File: config.mk
export PLATFORM = sky130hd
export DESIGN_NAME = binomial_fir_pipe
export DESIGN_NICKNAME = d
export VERILOG_FILES = /design/src/rtl/binomial_fir_pkg.sv /design/src/rtl/binomial_fir_lane.sv /design/src/rtl/binomial_fir_pipe.sv
export SDC_FILE = /design/constraint.sdc
export NUM_CORES = 1
export LEC_CHECK = 0
export ABC_AREA = 1
export CAP_MARGIN = 20
export CORE_MARGIN = 10
export CORE_UTILIZATION = 40
export CTS_BUF_LIST = sky130_fd_sc_hd__clkbuf_8
export DETAILED_ROUTE_END_ITERATION = 8
export PLACE_DENSITY_LB_ADDON = 0.12
export SLEW_MARGIN = 10
export SYNTH_ARGS = -nofsm -noshare
export SYNTH_HDL_FRONTEND = slang
export SYNTH_SLANG_ARGS = --single-unit
File: constraint.sdc
create_clock -name clk -period 2.4 [get_ports clk]
set_clock_uncertainty 0.1 [all_clocks]
set_input_delay 0.48 -clock clk [delete_from_list [all_inputs] [get_ports clk]]
set_output_delay 0.48 -clock clk [all_outputs]
set_load 0.02 [all_outputs]
File: src/rtl/binomial_fir_pkg.sv
// Shared constants and helpers for the binomial smoothing FIR.
// Coefficients are elaboration-time constants; nothing here produces logic by itself.
package binomial_fir_pkg;

    typedef enum logic [1:0] {
        RND_FLOOR      = 2'd0,
        RND_HALF_UP    = 2'd1,
        RND_CONVERGENT = 2'd2
    } rnd_mode_e;

    function automatic int unsigned binom(input int unsigned n, input int unsigned k);
        int unsigned r;
        r = 1;
        // C(n,i+1) = C(n,i)*(n-i)/(i+1) stays an exact integer at every step
        for (int unsigned i = 0; i < k; i++) begin
            r = r * (n - i) / (i + 1);
        end
        return r;
    endfunction

    function automatic int unsigned acc_w(input int unsigned data_w, input int unsigned order);
        return data_w + order;
    endfunction

endpackage

File: src/rtl/binomial_fir_lane.sv
// One lane of the binomial FIR: delay line feeding a 3-stage term/sum/scale pipeline.
// Control (shift, clear, advance) is shared across lanes by the top level.
module binomial_fir_lane
    import binomial_fir_pkg::*;
#(
    parameter int DATA_W = 8,
    parameter int ORDER  = 2
) (
    input  logic              clk,
    input  logic              rst_n,
    input  logic              ce,
    input  logic              clr,
    input  logic              shift,
    input  logic [1:0]        rnd_mode,
    input  logic [DATA_W-1:0] din,
    output logic [DATA_W-1:0] dout
);

    localparam int TAPS  = ORDER + 1;
    localparam int ACC_W = acc_w(DATA_W, ORDER);
    localparam logic signed [ACC_W-1:0] HALF = ACC_W'(1) << (ORDER - 1);

    function automatic logic signed [ACC_W-1:0] cmul(input logic signed [ACC_W-1:0] x,
                                                     input int unsigned c);
        logic signed [ACC_W-1:0] acc;
        acc = '0;
        for (int unsigned b = 0; b < 32; b++) begin
            if (c[b]) acc = acc + (x <<< b);
        end
        return acc;
    endfunction

    logic [DATA_W-1:0]       tap_q  [TAPS];
    logic [DATA_W-1:0]       tap_d  [TAPS];
    logic signed [ACC_W-1:0] prod   [TAPS];
    logic signed [ACC_W-1:0] term_q [TAPS];
    logic signed [ACC_W-1:0] term_d [TAPS];
    logic signed [ACC_W-1:0] sum_q, sum_d;
    logic [DATA_W-1:0]       dout_q, dout_d;
    logic                    adv;

    assign adv = ce & ~clr;

    for (genvar k = 0; k < TAPS; k++) begin : g_term
        localparam int unsigned COEF = binom(ORDER, k);
        assign prod[k] = cmul({{ORDER{tap_q[k][DATA_W-1]}}, tap_q[k]}, COEF);
    end

    // A clear edge freezes term/sum/dout so dout keeps its last value.
    always_comb begin
        tap_d  = tap_q;
        term_d = term_q;
        sum_d  = sum_q;
        dout_d = dout_q;
        if (clr) begin
            for (int unsigned k = 0; k < TAPS; k++) tap_d[k] = '0;
        end else if (shift) begin
            tap_d[0] = din;
            for (int unsigned k = 1; k < TAPS; k++) tap_d[k] = tap_q[k-1];
        end
        if (adv) begin
            for (int unsigned k = 0; k < TAPS; k++) term_d[k] = prod[k];
            sum_d = (rnd_mode == RND_HALF_UP) ? HALF : '0;
            for (int unsigned k = 0; k < TAPS; k++) sum_d = sum_d + term_q[k];
            dout_d = sum_q[ACC_W-1:ORDER];
        end
    end

    always_ff @(posedge clk or negedge rst_n) begin
        if (!rst_n) begin
            for (int unsigned k = 0; k < TAPS; k++) begin
                tap_q[k]  <= '0;
                term_q[k] <= '0;
            end
            sum_q  <= '0;
            dout_q <= '0;
        end else begin
            tap_q  <= tap_d;
            term_q <= term_d;
            sum_q  <= sum_d;
            dout_q <= dout_d;
        end
    end

    assign dout = dout_q;

endmodule

File: src/rtl/binomial_fir_pipe.sv
// Multi-lane binomial smoothing FIR: shared prime counter and valid pipe,
// NUM_CH identical lane datapaths.
module binomial_fir_pipe
    import binomial_fir_pkg::*;
#(
    parameter int DATA_W = 8,
    parameter int ORDER  = 2,
    parameter int NUM_CH = 1
) (
    input  logic                     clk,
    input  logic                     rst_n,
    input  logic                     ce,
    input  logic                     clr,
    input  logic                     rnd,
    input  logic                     in_valid,
    input  logic [NUM_CH*DATA_W-1:0] din,
    output logic                     out_valid,
    output logic [NUM_CH*DATA_W-1:0] dout
);

    localparam int TAPS  = ORDER + 1;
    localparam int CNT_W = $clog2(TAPS + 1);
    localparam logic [CNT_W-1:0] CNT_FULL = CNT_W'(TAPS);

    logic [CNT_W-1:0] cnt_q, cnt_d, cnt_inc;
    // vld[0] tracks the delay line, vld[3] the output register
    logic [3:0]       vld_q, vld_d;
    logic             accept;
    logic [1:0]       rnd_mode;

    assign accept   = ce & in_valid & ~clr;
    assign cnt_inc  = (cnt_q == CNT_FULL) ? cnt_q : cnt_q + 1'b1;
    assign rnd_mode = rnd ? RND_HALF_UP : RND_FLOOR;

    always_comb begin
        cnt_d = cnt_q;
        vld_d = vld_q;
        if (clr) begin
            cnt_d = '0;
            vld_d = '0;
        end else if (ce) begin
            if (in_valid) cnt_d = cnt_inc;
            vld_d = {vld_q[2:0], in_valid && (cnt_inc == CNT_FULL)};
        end
    end

    always_ff @(posedge clk or negedge rst_n) begin
        if (!rst_n) begin
            cnt_q <= '0;
            vld_q <= '0;
        end else begin
            cnt_q <= cnt_d;
            vld_q <= vld_d;
        end
    end

    assign out_valid = vld_q[3];

    for (genvar ch = 0; ch < NUM_CH; ch++) begin : g_lane
        binomial_fir_lane #(
            .DATA_W (DATA_W),
            .ORDER  (ORDER)
        ) u_lane (
            .clk      (clk),
            .rst_n    (rst_n),
            .ce       (ce),
            .clr      (clr),
            .shift    (accept),
            .rnd_mode (rnd_mode),
            .din      (din[ch*DATA_W +: DATA_W]),
            .dout     (dout[ch*DATA_W +: DATA_W])
        );
    end

endmodule

== Word level (Yosys, flattened, before mapping) ==
Index checks and enable logic that the tools add are counted.
Storage, ports and cells
  flip-flop bits (word level): 72
  logic and storage cells: 36
  output and inout port bits: 9
Cells by class
  add/subtract/negate cells: 4
  equality and inequality tests: 3
  bitwise gates (word level): 4
  reductions and logical operators: 5
  muxes and demuxes: 10
Operator list (number)
  $mux W24: 2
  $add A10 B8 Y10: 1
  $add A10 B9 Y10: 1
  $mux W2: 5
  $add A3 B8 Y9: 1
  $mux W4: 2
  $reduce_bool A2 Y1: 3
  $eq A2 B2 Y1 const B: 2
  $and A1 B1 Y1: 3
  $add A2 B1 Y2 const B: 1
  $reduce_and A2 Y1: 1
  $eq A1 B1 Y1 const B: 1
  $logic_and A1 B1 Y1: 1
  $mux W1: 1
  $not A1 Y1: 1

== Depth between registers and ports, before layout ==
Gate-level depths: netlist of the first run.
  depth after elaboration: 6
  gate-level depth with buffers: 15
  depth with buffers taken out: 15

== Cells and area by module ==
From an unflattened synthesis of the first run, not the netlist that was laid out.
Second synthesis, totals
  cells, all modules: 374
  area total of the unflattened synthesis: 3285.7 µm²
Modules (own cells, without submodules)
  binomial_fir_lane: area an instance 3029.2 µm², instances 1, sequential area each 1601.5 µm², cells an instance 341
  binomial_fir_pipe: area an instance 256.5 µm², instances 1, sequential area each 150.1 µm², cells an instance 33

== Worst setup path before layout of the first run ==
Ideal clock, no wire load.
  path type: input port to flip-flop
  start point: input port rnd
  end point: register g_lane[0].u_lane.sum_q[9]
  setup time: 0.118 ns
  required time: 2.182 ns
  slack: -0.322 ns
  cell stages on the path: 13
  arrival: 2.505 ns
  cell sequence: ha_1 -> ha_1 -> fa_1 -> inv_1 -> fa_1 -> inv_1 -> nand2_1 -> a21oi_1 -> nand2_1 -> nand2_1 -> nand2_1 -> nand3_1 -> nand2_1
Between the ends
  cells in the longest elaborated chain, start to end: 6
RTL lines
  from (decl): RTL line binomial_fir_pipe.sv:14  | input logic rnd,
  $mux W1: RTL line binomial_fir_pipe.sv:33  | assign rnd_mode = rnd ? RND_HALF_UP : RND_FLOOR;
  $eq A1 B1 Y1: RTL line binomial_fir_lane.sv:63  | sum_d = (rnd_mode == RND_HALF_UP) ? HALF : '0;
  $mux W2: RTL line binomial_fir_lane.sv:63
  $add A3 B8 Y9: RTL line binomial_fir_lane.sv:64  | for (int unsigned k = 0; k < TAPS; k++) sum_d = sum_d + term_q[k];
  $add A10 B9 Y10: RTL line binomial_fir_lane.sv:64
  $add A10 B8 Y10: RTL line binomial_fir_lane.sv:64
  to (signal assigned): RTL line binomial_fir_lane.sv:80  | sum_q <= sum_d;
  to (decl): RTL line binomial_fir_lane.sv:38  | logic signed [ACC_W-1:0] sum_q, sum_d;
Every way passes these cells.
A chain may end at the register's enable or synchronous reset.

== Final worst setup path of the first run ==
  start point: register g_lane[0].u_lane.term_q[21] (netlist bit)
  end point: register g_lane[0].u_lane.sum_q[9]
Between the ends
  cells in the longest elaborated chain, start to end: 3
RTL lines
  from (decl): RTL line binomial_fir_lane.sv:36  | logic signed [ACC_W-1:0] term_q [TAPS];
  from (signal assigned): RTL line binomial_fir_lane.sv:79  | term_q <= term_d;
  $add A3 B8 Y9: RTL line binomial_fir_lane.sv:64
  $add A10 B9 Y10: RTL line binomial_fir_lane.sv:64
  $add A10 B8 Y10: RTL line binomial_fir_lane.sv:64
Every way passes these cells.

==> qor.yml, run 1 <==
synth_top_area_cell: "dfrtp_1"
finalCriticalPeriod_ps: 2570
violations: "setup timing"
critPathCaptureType: "flop"
rows: 33
worst_r2r_startpoint: "g_lane[0].u_lane.term_q[21]$_DFFE_PN0P_"
drc_errors: 0
worstSetupStartpointType: "flop"
synth.area.top_cells: "dfrtp_1 53%, nand2_1 13%, inv_1 6.7%"
vias: 2380
peakVddDrop_v: 0.000347
instances_no_fill: 511
hold_buffers: 0
routedWlPerCell_um: 12.7
setup_viol: 7
grt_pass1_wl_mm: 11.3
ys_types: 24
fin_ws_ps: -173
setup_tns_ps: -790
rr_endpoint: "g_lane[0].u_lane.sum_q[9]$_DFFE_PN0P_"
maxCapViolCount: 0
placedCellCount: 489
worst_slew_pin_slew_ps: 409
ys_ff_latch: 70
multi_input_area_um2: 1440
final-hold-violation-count: 0
cts-buffers-inserted: 9
clock_latency_ps: 340
drv_slew: 0
critical_path_class: "reg -> reg"
r2r.worst_path.cells: 13
grt_pass1_vias: 2427
clkSinkCount: 70
dieArea_um2: 12300
critPathArrivalTime_ps: 2710
syn_inst: 361
drt_pass1_iterations: 4
viasPerCell: 4.66
seqCellArea_um2: 1750
syn_nets: 393
cp_max_fo: 4
status: "finished with violations"
gp_congestion: 0.739
max_clock_freq_ghz: 0.389
rsz0062_at_grt: "yes"
cts_root_buf: "clkbuf_8"
antenna_found_initial: 0
syn_area_um2: 3290
numPortBuffers: 22
grt-ovfl-total: 0
yosysWarnings: 0
critPathCapture: "g_lane[0].u_lane.sum_q[9]$_DFFE_PN0P_"
cts.path.max_buffers: 2
nets: 433
fp.dieH_um: 111
ios: 23
synth_seq_area_share_pct: 53.2
core_region_area_um2: 8090
antenna_cells: 0
critPathRequiredTime_ps: 2530
cts_tree: "yes"
grt_max_degree: 71
dp_hpwl_mm: 4.37
period_share_pct: 107
hp-class: "in -> async"
maxSlewHeadroom_pct: 72.7
powerDensity_nw_per_um2: 714
drt_wl_total_mm: 6.49
startpoint: "g_lane[0].u_lane.term_q[21]$_DFFE_PN0P_"
n_fill_cell: 762
track_usage_pct: 10.9
cts.clk_slew.worst_paths_ps: 80
dp_slack_ps: -824
r2r_setup_slack_ps: -170
cts_max_level: 3
areaGrowthSynthToFinish_pct: 27.6
antenna_left: 0
start_util_pct: 40.7
die_w_um: 111
synth_top_area_share_pct: 53.2
avgSynthCellArea_um2: 9.12
drive_gt1_share_pct: 17.2
drt_iter0_markers: 70
leakage_nw: 2.06
-- sequential cells by signal (all words and copies together), names as in the netlist --
register,count
g_lane.u_lane.sum_q,8
g_lane.u_lane.tap_q,24
cnt_q,2
g_lane.u_lane.dout,8
vld_q,4
g_lane.u_lane.term_q,24
-- kinds of logic (layout without fill, tap and decap cells) --
family / count (synthesis) / after routing / share of synthesized area (%)
simple gates: 133 / 133 / 16.5
compound gates: 59 / 59 / 10.0
fa+ha+maj: 18 / 18 / 8.89
flops: 70 / 70 / 53.2
buf+inv: 73 / 118 / 9.27
xor+xnor: 8 / 8 / 2.13
-- stage by stage --
step	hold WS, ps	total power [mW]	util, %	instance area, um^2
after floorplan	84.4	1.55	-	3400
after global placement	353	1.71	46.9	3790
after detailed placement	358	1.72	46.9	3790
after CTS	60.1	3.02	50.8	4110
after global routing	59.9	3.15	51.9	4200
final	45.5	3.00	51.9	4200
-- synthesized netlist by cell type --
library cell	instances
fa_1	9
buf_2	4
nor2_8	1
xor2_1	5
o21ai_2	2
dfrtp_1	70
ha_1	9
clkbuf_1	2
inv_1	59
nor2_4	1
o21ai_1	2
xnor2_1	3
nor2_1	5
o22ai_1	20
nand3b_1	1
buf_6	2
inv_2	3
nand3_1	11
a21oi_1	6
buf_4	3
o211ai_1	1
nor3_1	2
nand2_1	112
o21ai_0	28
-- critical path: stages (launching register included) --
cell and delay, ps:
dfrtp_1 410, ha_4 190, ha_4 180, xor2_2 150, fa_1 510, ha_4 330
buf_6 110, nand2_4 60, a21oi_4 130, nand2_1 90, nand2_1 60, nand2_1 40
nand3_1 60, nand2_1 50
-- worst min path at each step --
stage	startpoint	end	slack [ps]	cells after the start
2_1_floorplan	rst_n	cnt_q[0]$_DFFE_PN0P_	80	0
3_3_place_gp	g_lane[0].u_lane.dout[4]$_DFFE_PN0P_	g_lane[0].u_lane.dout[4]$_DFFE_PN0P_	350	2
3_5_place_dp	g_lane[0].u_lane.dout[7]$_DFFE_PN0P_	g_lane[0].u_lane.dout[7]$_DFFE_PN0P_	360	2
4_1_cts	rst_n	g_lane[0].u_lane.dout[5]$_DFFE_PN0P_	60	2
5_1_grt	rst_n	g_lane[0].u_lane.dout[5]$_DFFE_PN0P_	60	2
6_report	rst_n	g_lane[0].u_lane.dout[5]$_DFFE_PN0P_	50	2
-- metal layers --
metal  global-route usage (%)  part of all wire [%]
met3                     2.71                   3.4
met4                     4.43                   1.6
met1                     14.4                    50
met2                     16.7                    45
met5                        0                     0
-- cells in the final DEF (no fill, tap or decap), types with 2 or more instances in the layout --
master	count
a21oi_1	2
a21oi_2	3
buf_12	2
buf_4	15
bufinv_16	4
clkbuf_8	10
clkdlybuf4s50_1	20
dfrtp_1	70
fa_1	8
ha_1	3
ha_4	6
inv_1	57
inv_2	6
nand2_1	104
nand2_2	6
nand2_4	2
nand3_1	9
nand3_4	2
nor2_1	5
o21ai_0	27
o21ai_1	3
o22ai_1	20
xnor2_2	2
xor2_1	4
-- power by group --
part | leakage, nW | internal (mW) | switching, mW
Clock | 0.138 | 0.825 | 0.456
Combinational | 0.962 | 0.185 | 0.230
Sequential | 0.960 | 1.26 | 0.0435
Total | 2.06 | 2.27 | 0.730
-- timing repair --
action                     4_1_cts  5_1_grt
pin swaps                        7       15
resized for setup                5       15
buffers inserted                 3        3
setup endpoints to repair        8        7
-- layout make-up --
class	instances	area share (%)
flip-flops and latches	70	41.7
well taps	105	3.13
multi-input cells	218	34.2
inverters	62	5.54
clock buffers	10	3.28
repair buffers	40	8.99
clock inverters	6	3.16
(Power assumes the default switching activity.)
==> run 2: changes to the inputs <==
SETUP_SLACK_MARGIN = 0.2   (was default)
==> qor.yml, run 2 (synthesized netlist as in run 1, its figures left out) <==
routedWlPerCell_um: 12.4  # was 12.7 um
core_region_area_um2: 8090  # unchanged
worst_slew_pin_slew_ps: 487  # was 409 ps
cts_root_buf: "clkbuf_8"  # unchanged
dieArea_um2: 12300  # unchanged
dp_hpwl_mm: 4.46  # was 4.37 mm
finalCriticalPeriod_ps: 2560  # was 2570 ps
drc_errors: 0  # unchanged
drive_gt1_share_pct: 17.9  # was 17.2%
cp_max_fo: 3  # was 4
fin_ws_ps: -165  # was -173 ps
cts.path.max_buffers: 2  # unchanged
max_clock_freq_ghz: 0.390  # was 0.389 GHz
setup_viol: 6  # was 7
gp_congestion: 0.774  # was 0.739
n_fill_cell: 779  # was 762
grt-ovfl-total: 0  # unchanged
dp_slack_ps: -788  # was -824 ps
critPathArrivalTime_ps: 2700  # was 2710 ps
track_usage_pct: 11.1  # was 10.9%
worstSetupStartpointType: "flop"  # unchanged
final_common_cell: "nand2_1"  # unchanged
drt_iter0_markers: 71  # was 70
grt_pass1_vias: 2518  # was 2427
grt_pass1_wl_mm: 11.5  # was 11.3 mm
antenna_found_initial: 0  # unchanged
cts_max_level: 3  # unchanged
areaGrowthSynthToFinish_pct: 27.2  # was 27.6%
leakage_nw: 2.04  # was 2.06 nW
cts.clk_slew.worst_paths_ps: 70  # was 80 ps
antenna_left: 0  # unchanged
die_w_um: 111  # unchanged
maxSlewHeadroom_pct: 67.5  # was 72.7%
maxCapViolCount: 0  # unchanged
critPathRequiredTime_ps: 2530  # about the same
grt_max_degree: 46  # was 71
cts-buffers-inserted: 9  # unchanged
start_util_pct: 40.7  # unchanged
setup_tns_ps: -589  # was -790 ps
critical_path_class: "reg -> reg"  # unchanged
period_share_pct: 107  # about the same
status: "finished with violations"  # unchanged
critPathCaptureType: "flop"  # unchanged
clkSinkCount: 70  # unchanged
largest_registers: "g_lane.u_lane.tap_q x24, g_lane.u_lane.term_q x24"  # unchanged
rsz0062_at_grt: "yes"  # unchanged
viasPerCell: 4.57  # was 4.66
antenna_cells: 0  # unchanged
final-hold-violation-count: 0  # unchanged
most-common-layout-cells: "105 x nand2_1, 70 x dfrtp_1, 57 x inv_1, 26 x o21ai_0"  # was 104 x nand2_1, 70 x dfrtp_1, 57 x inv_1, 27 x o21ai_0
rows: 33  # unchanged
numPortBuffers: 22  # unchanged
clock_latency_ps: 340  # about the same
ios: 23  # unchanged
hp-class: "reg -> reg"  # was in -> async
powerDensity_nw_per_um2: 642  # was 714 nW/um^2
nets: 435  # was 433
drt_wl_total_mm: 6.32  # was 6.49 mm
drv_slew: 0  # unchanged
utilization_pct: 51.8  # was 51.9%
total_power_mw: 2.69  # was 3.00 mW
vias: 2340  # was 2380
violations: "setup timing"  # unchanged
peakVddDrop_v: 0.000310  # was 0.000347 V
drt_pass1_iterations: 4  # unchanged
cts_tree: "yes"  # unchanged
fp.dieH_um: 111  # unchanged
## run 2: cell count changes in the layout (fill, tap and decap cells not counted), moves of 2 or more
cell / delta
buf_4: +2
bufinv_16: -3
ha_1: -3
ha_4: +3
nor2_1: -2
nor2_2: +2
xnor2_1: +2
xnor2_2: -2
## run 2: repair_timing
item                                    CTS  global route
setup buffers                             2             1
endpoints found under the setup margin    8             8
resized for setup                        14            10
pin swaps                                18            13
gates cloned                              0             0
endpoints found under the hold margin    19             0
hold buffers                              1             0
## run 2: cell type report
type	count	area [um^2]	share of cell area (%)
Tap cell	105	131	3.14
Timing Repair Buffer	42	392	9.35
Sequential cell	70	1750	41.8
Inverter	62	233	5.55
Multi-Input combinational cell	218	1480	35.4
Clock buffer	11	151	3.61
Clock inverter	4	47.5	1.13
## run 2: critical path, cell delays in order, from the launching register on
cell	delay, ps
dfrtp_1	410
ha_4	190
ha_4	240
fa_1	510
inv_2	50
fa_2	350
inv_2	90
nand2_4	70
a21oi_4	150
nand2_1	90
nand2_1	60
nand2_1	40
nand3_1	60
nand2_1	50
## run 2: path summary, 6_finish.rpt
path	start	end	slack (ps)	depth (start not counted)
max in group asynchronous	rst_n	g_lane[0].u_lane.tap_q[18]$_DFFE_PN0P_	870	4
min	g_lane[0].u_lane.dout[6]$_DFFE_PN0P_	g_lane[0].u_lane.dout[6]$_DFFE_PN0P_	370	2
min reg2reg	g_lane[0].u_lane.dout[6]$_DFFE_PN0P_	g_lane[0].u_lane.dout[6]$_DFFE_PN0P_	370	2
max reg2reg	g_lane[0].u_lane.term_q[21]$_DFFE_PN0P_	g_lane[0].u_lane.sum_q[9]$_DFFE_PN0P_	-160	13
min in group asynchronous	rst_n	g_lane[0].u_lane.sum_q[5]$_DFFE_PN0P_	530	2
max	g_lane[0].u_lane.term_q[21]$_DFFE_PN0P_	g_lane[0].u_lane.sum_q[9]$_DFFE_PN0P_	-160	13
## run 2: report_power, final
part	switching, mW	internal (mW)
sequential	0.0434	1.26
combinational	0.230	0.193
clock	0.434	0.528
total	0.708	1.98
## run 2: through the flow
stage / instances / hold slack, ps / instance area, um^2
5_1_grt: 512 / 393 / 4190
6_report: 512 / 370 / 4190
2_1_floorplan: 361 / 84.4 / 3400
3_5_place_dp: 493 / 359 / 3820
3_3_place_gp: 493 / 353 / 3820
4_1_cts: 511 / 375 / 4120
## run 2: per-layer routing
layer	share of wire (%)	routed length, um	vias to the layer above	global-route usage (%)
met2	44	2790	28	16.9
met5	0	0	-	0
met3	3.4	215	7	3.35
met4	1.5	93	0	4.43
met1	51	3220	1092	14.4
li1	-	-	1213	-
==> RTL edit, RTL diff (config.mk and constraints of run 2) <==
Reset style: synchronous (`rst_n`), changed in 2 clocked blocks.
--- a/src/rtl/binomial_fir_lane.sv
+++ b/src/rtl/binomial_fir_lane.sv
@@ -66,7 +66,7 @@
         end
     end
 
-    always_ff @(posedge clk or negedge rst_n) begin
+    always_ff @(posedge clk) begin
         if (!rst_n) begin
             for (int unsigned k = 0; k < TAPS; k++) begin
                 tap_q[k]  <= '0;
--- a/src/rtl/binomial_fir_pipe.sv
+++ b/src/rtl/binomial_fir_pipe.sv
@@ -44,7 +44,7 @@
         end
     end
 
-    always_ff @(posedge clk or negedge rst_n) begin
+    always_ff @(posedge clk) begin
         if (!rst_n) begin
             cnt_q <= '0;
             vld_q <= '0;
Formal check against the unedited RTL: not equivalent (Yosys sat finds a counterexample within 10 cycles, from zero or initial values and one cycle with rst_n low; the reset may be asserted at any time).
==> RTL edit against run 2 <==
Critical endpoint is now g_lane[0].u_lane.sum_q[8]$_SDFFE_PN0P_; area after synthesis down 4.1%; sequential cell count unchanged; total power up 6.8%; clock power is 25% higher; highest routed layer unchanged; first-iteration DRC count up 13%; the flow still finishes with violations (setup timing); setup slack improved by 45 ps; sequential share of layout area shrank 6.7 points; routed wire length up 2.8%; non-clock buffer count is 2 lower; design area decreased by 4.7%.
==> RTL edit: results (changes against run 2) <==
Global routing
  – Global-route wire length before repair: 11330 um (-1.6%)
  – Met2 track demand over resource: 0.2000 (+0.03137)
  – Overall Global Routing Usage: 0.1200 (+0.009039)
  – Met1 Track Usage GR: 0.1444 (+0.0006612)
  – Pin count of the biggest net entering global routing: 34 (-26%)

Place
  – Routability cong.: 0.7521 (-2.8%)
  – HPWL after detailed placement: 4599 um (+3.2%)

Route
  – Total length of routed met3 wires: 209 um (-2.8%)
  – Vias: 2549 (+8.9%)
  – Total routed wire length on the met1 layer: 3124 um (-3.1%)
  – Number of DRC markers in iteration 0: 80 (+13%)

Timing
  – Final setup violation count: 6 (unchanged)
  – Relative slew slack: 0.6832 (+0.007722)
  – Final-layout worst hold slack: 359.2 ps (-10.70 ps)
  – Setup WS post-layout: -120.4 ps (+44.63 ps)

Synth
  – Post-synthesis net count: 439 (+12%)
  – Compound-gate portion of the synthesized area: 0.1922 (+0.09185)
  – Sequential-to-total area share from yosys stat: 0.4437 (-0.08817)
  – Most area-consuming cells after synthesis: sky130_fd_sc_hd__dfxtp_1, sky130_fd_sc_hd__a21oi_1, sky130_fd_sc_hd__inv_1
  – Xor-xnor portion of the synthesized cell area: 0.02219 (+0.0009104)
  – Combinational family with the most area after synthesis: compound AO/OA/AOI/OAI gates
  – Number of distinct library cells after synthesis: 21 (-13%)
  – Ys async rst share: 0 (-1.000)
  – Post-synth top cells: sky130_fd_sc_hd__dfxtp_1, sky130_fd_sc_hd__inv_1, sky130_fd_sc_hd__nand2_1

Outcome
  – Violated checks: setup timing
  – Result of the run: finished with violations

Worst hold path
  – Hold path start: vld_q[2]$_SDFFE_PP0P_
  – Hold Crit Endpoint: vld_q[3]$_SDFFE_PP0P_

Critical path
  – Worst r2r path cells: 16 (+3)
  – CP Max Fanout: 4 (+1)
  – Capture point of the worst reg-to-reg path: g_lane[0].u_lane.sum_q[8]$_SDFFE_PN0P_

Cells and area
  – Number of filler instances in the final layout: 753 (-3.3%)
  – Count of multi-input gates: 246 (+13%)
  – Area occupied by multi-input gates: 1569 um^2 (+5.7%)
  – Invs w/o clock: 74 (+19%)
  – # clk buffers: 10 (-1)
  – Layout sequential cell count: 70 (unchanged)
  – Fin nets: 473 (+8.7%)
  – Share of post-route cells with drive strength above 1: 0.1726 (-0.006715)
  – Non-clock buffer share of cell area: 0.09085 (-0.002609)

Pwr
  – Worst voltage drop across the vdd grid: 0.4044 mV (+30%)
  – Total internal power: 2.138 mW (+7.8%)
  – P_leak: 1.639 nW (-20%)

Clock tree
  – Clk pin slew, worst setup/hold paths: 90 ps (+20 ps)
RTL edit: cell count changes after synthesis, sizes merged, moves of 5 or more:
cell,change
dfrtp,-70
a211oi,+6
o21ai,+20
dfxtp,+70
inv,+12
a21oi,+50
o22ai,-20
buf,+5
nor2,+30
nand2,-53
RTL edit: worst min-delay path: cells and delay by family, from the launching register on:
kind / cells / cell delay (ps)
flops: 1 / 310
simple gates: 1 / 50
compound gates: 1 / 50
RTL edit: through the flow:
| step | instances | util | total power, mW | cell area (um^2) | setup WS, ps |
|---|---|---|---|---|---|
| after floorplan | 407 | - | 1.535 | 3261 | -166.8 |
| after global placement | 528 | 0.4722 | 1.674 | 3630 | -867.4 |
| after detailed placement | 528 | 0.4722 | 1.677 | 3630 | -871.3 |
| after CTS | 546 | 0.5114 | 2.890 | 3931 | -175.0 |
| after global routing | 548 | 0.5195 | 3.012 | 3994 | -337.7 |
| final | 548 | 0.5195 | 2.875 | 3994 | -120.4 |
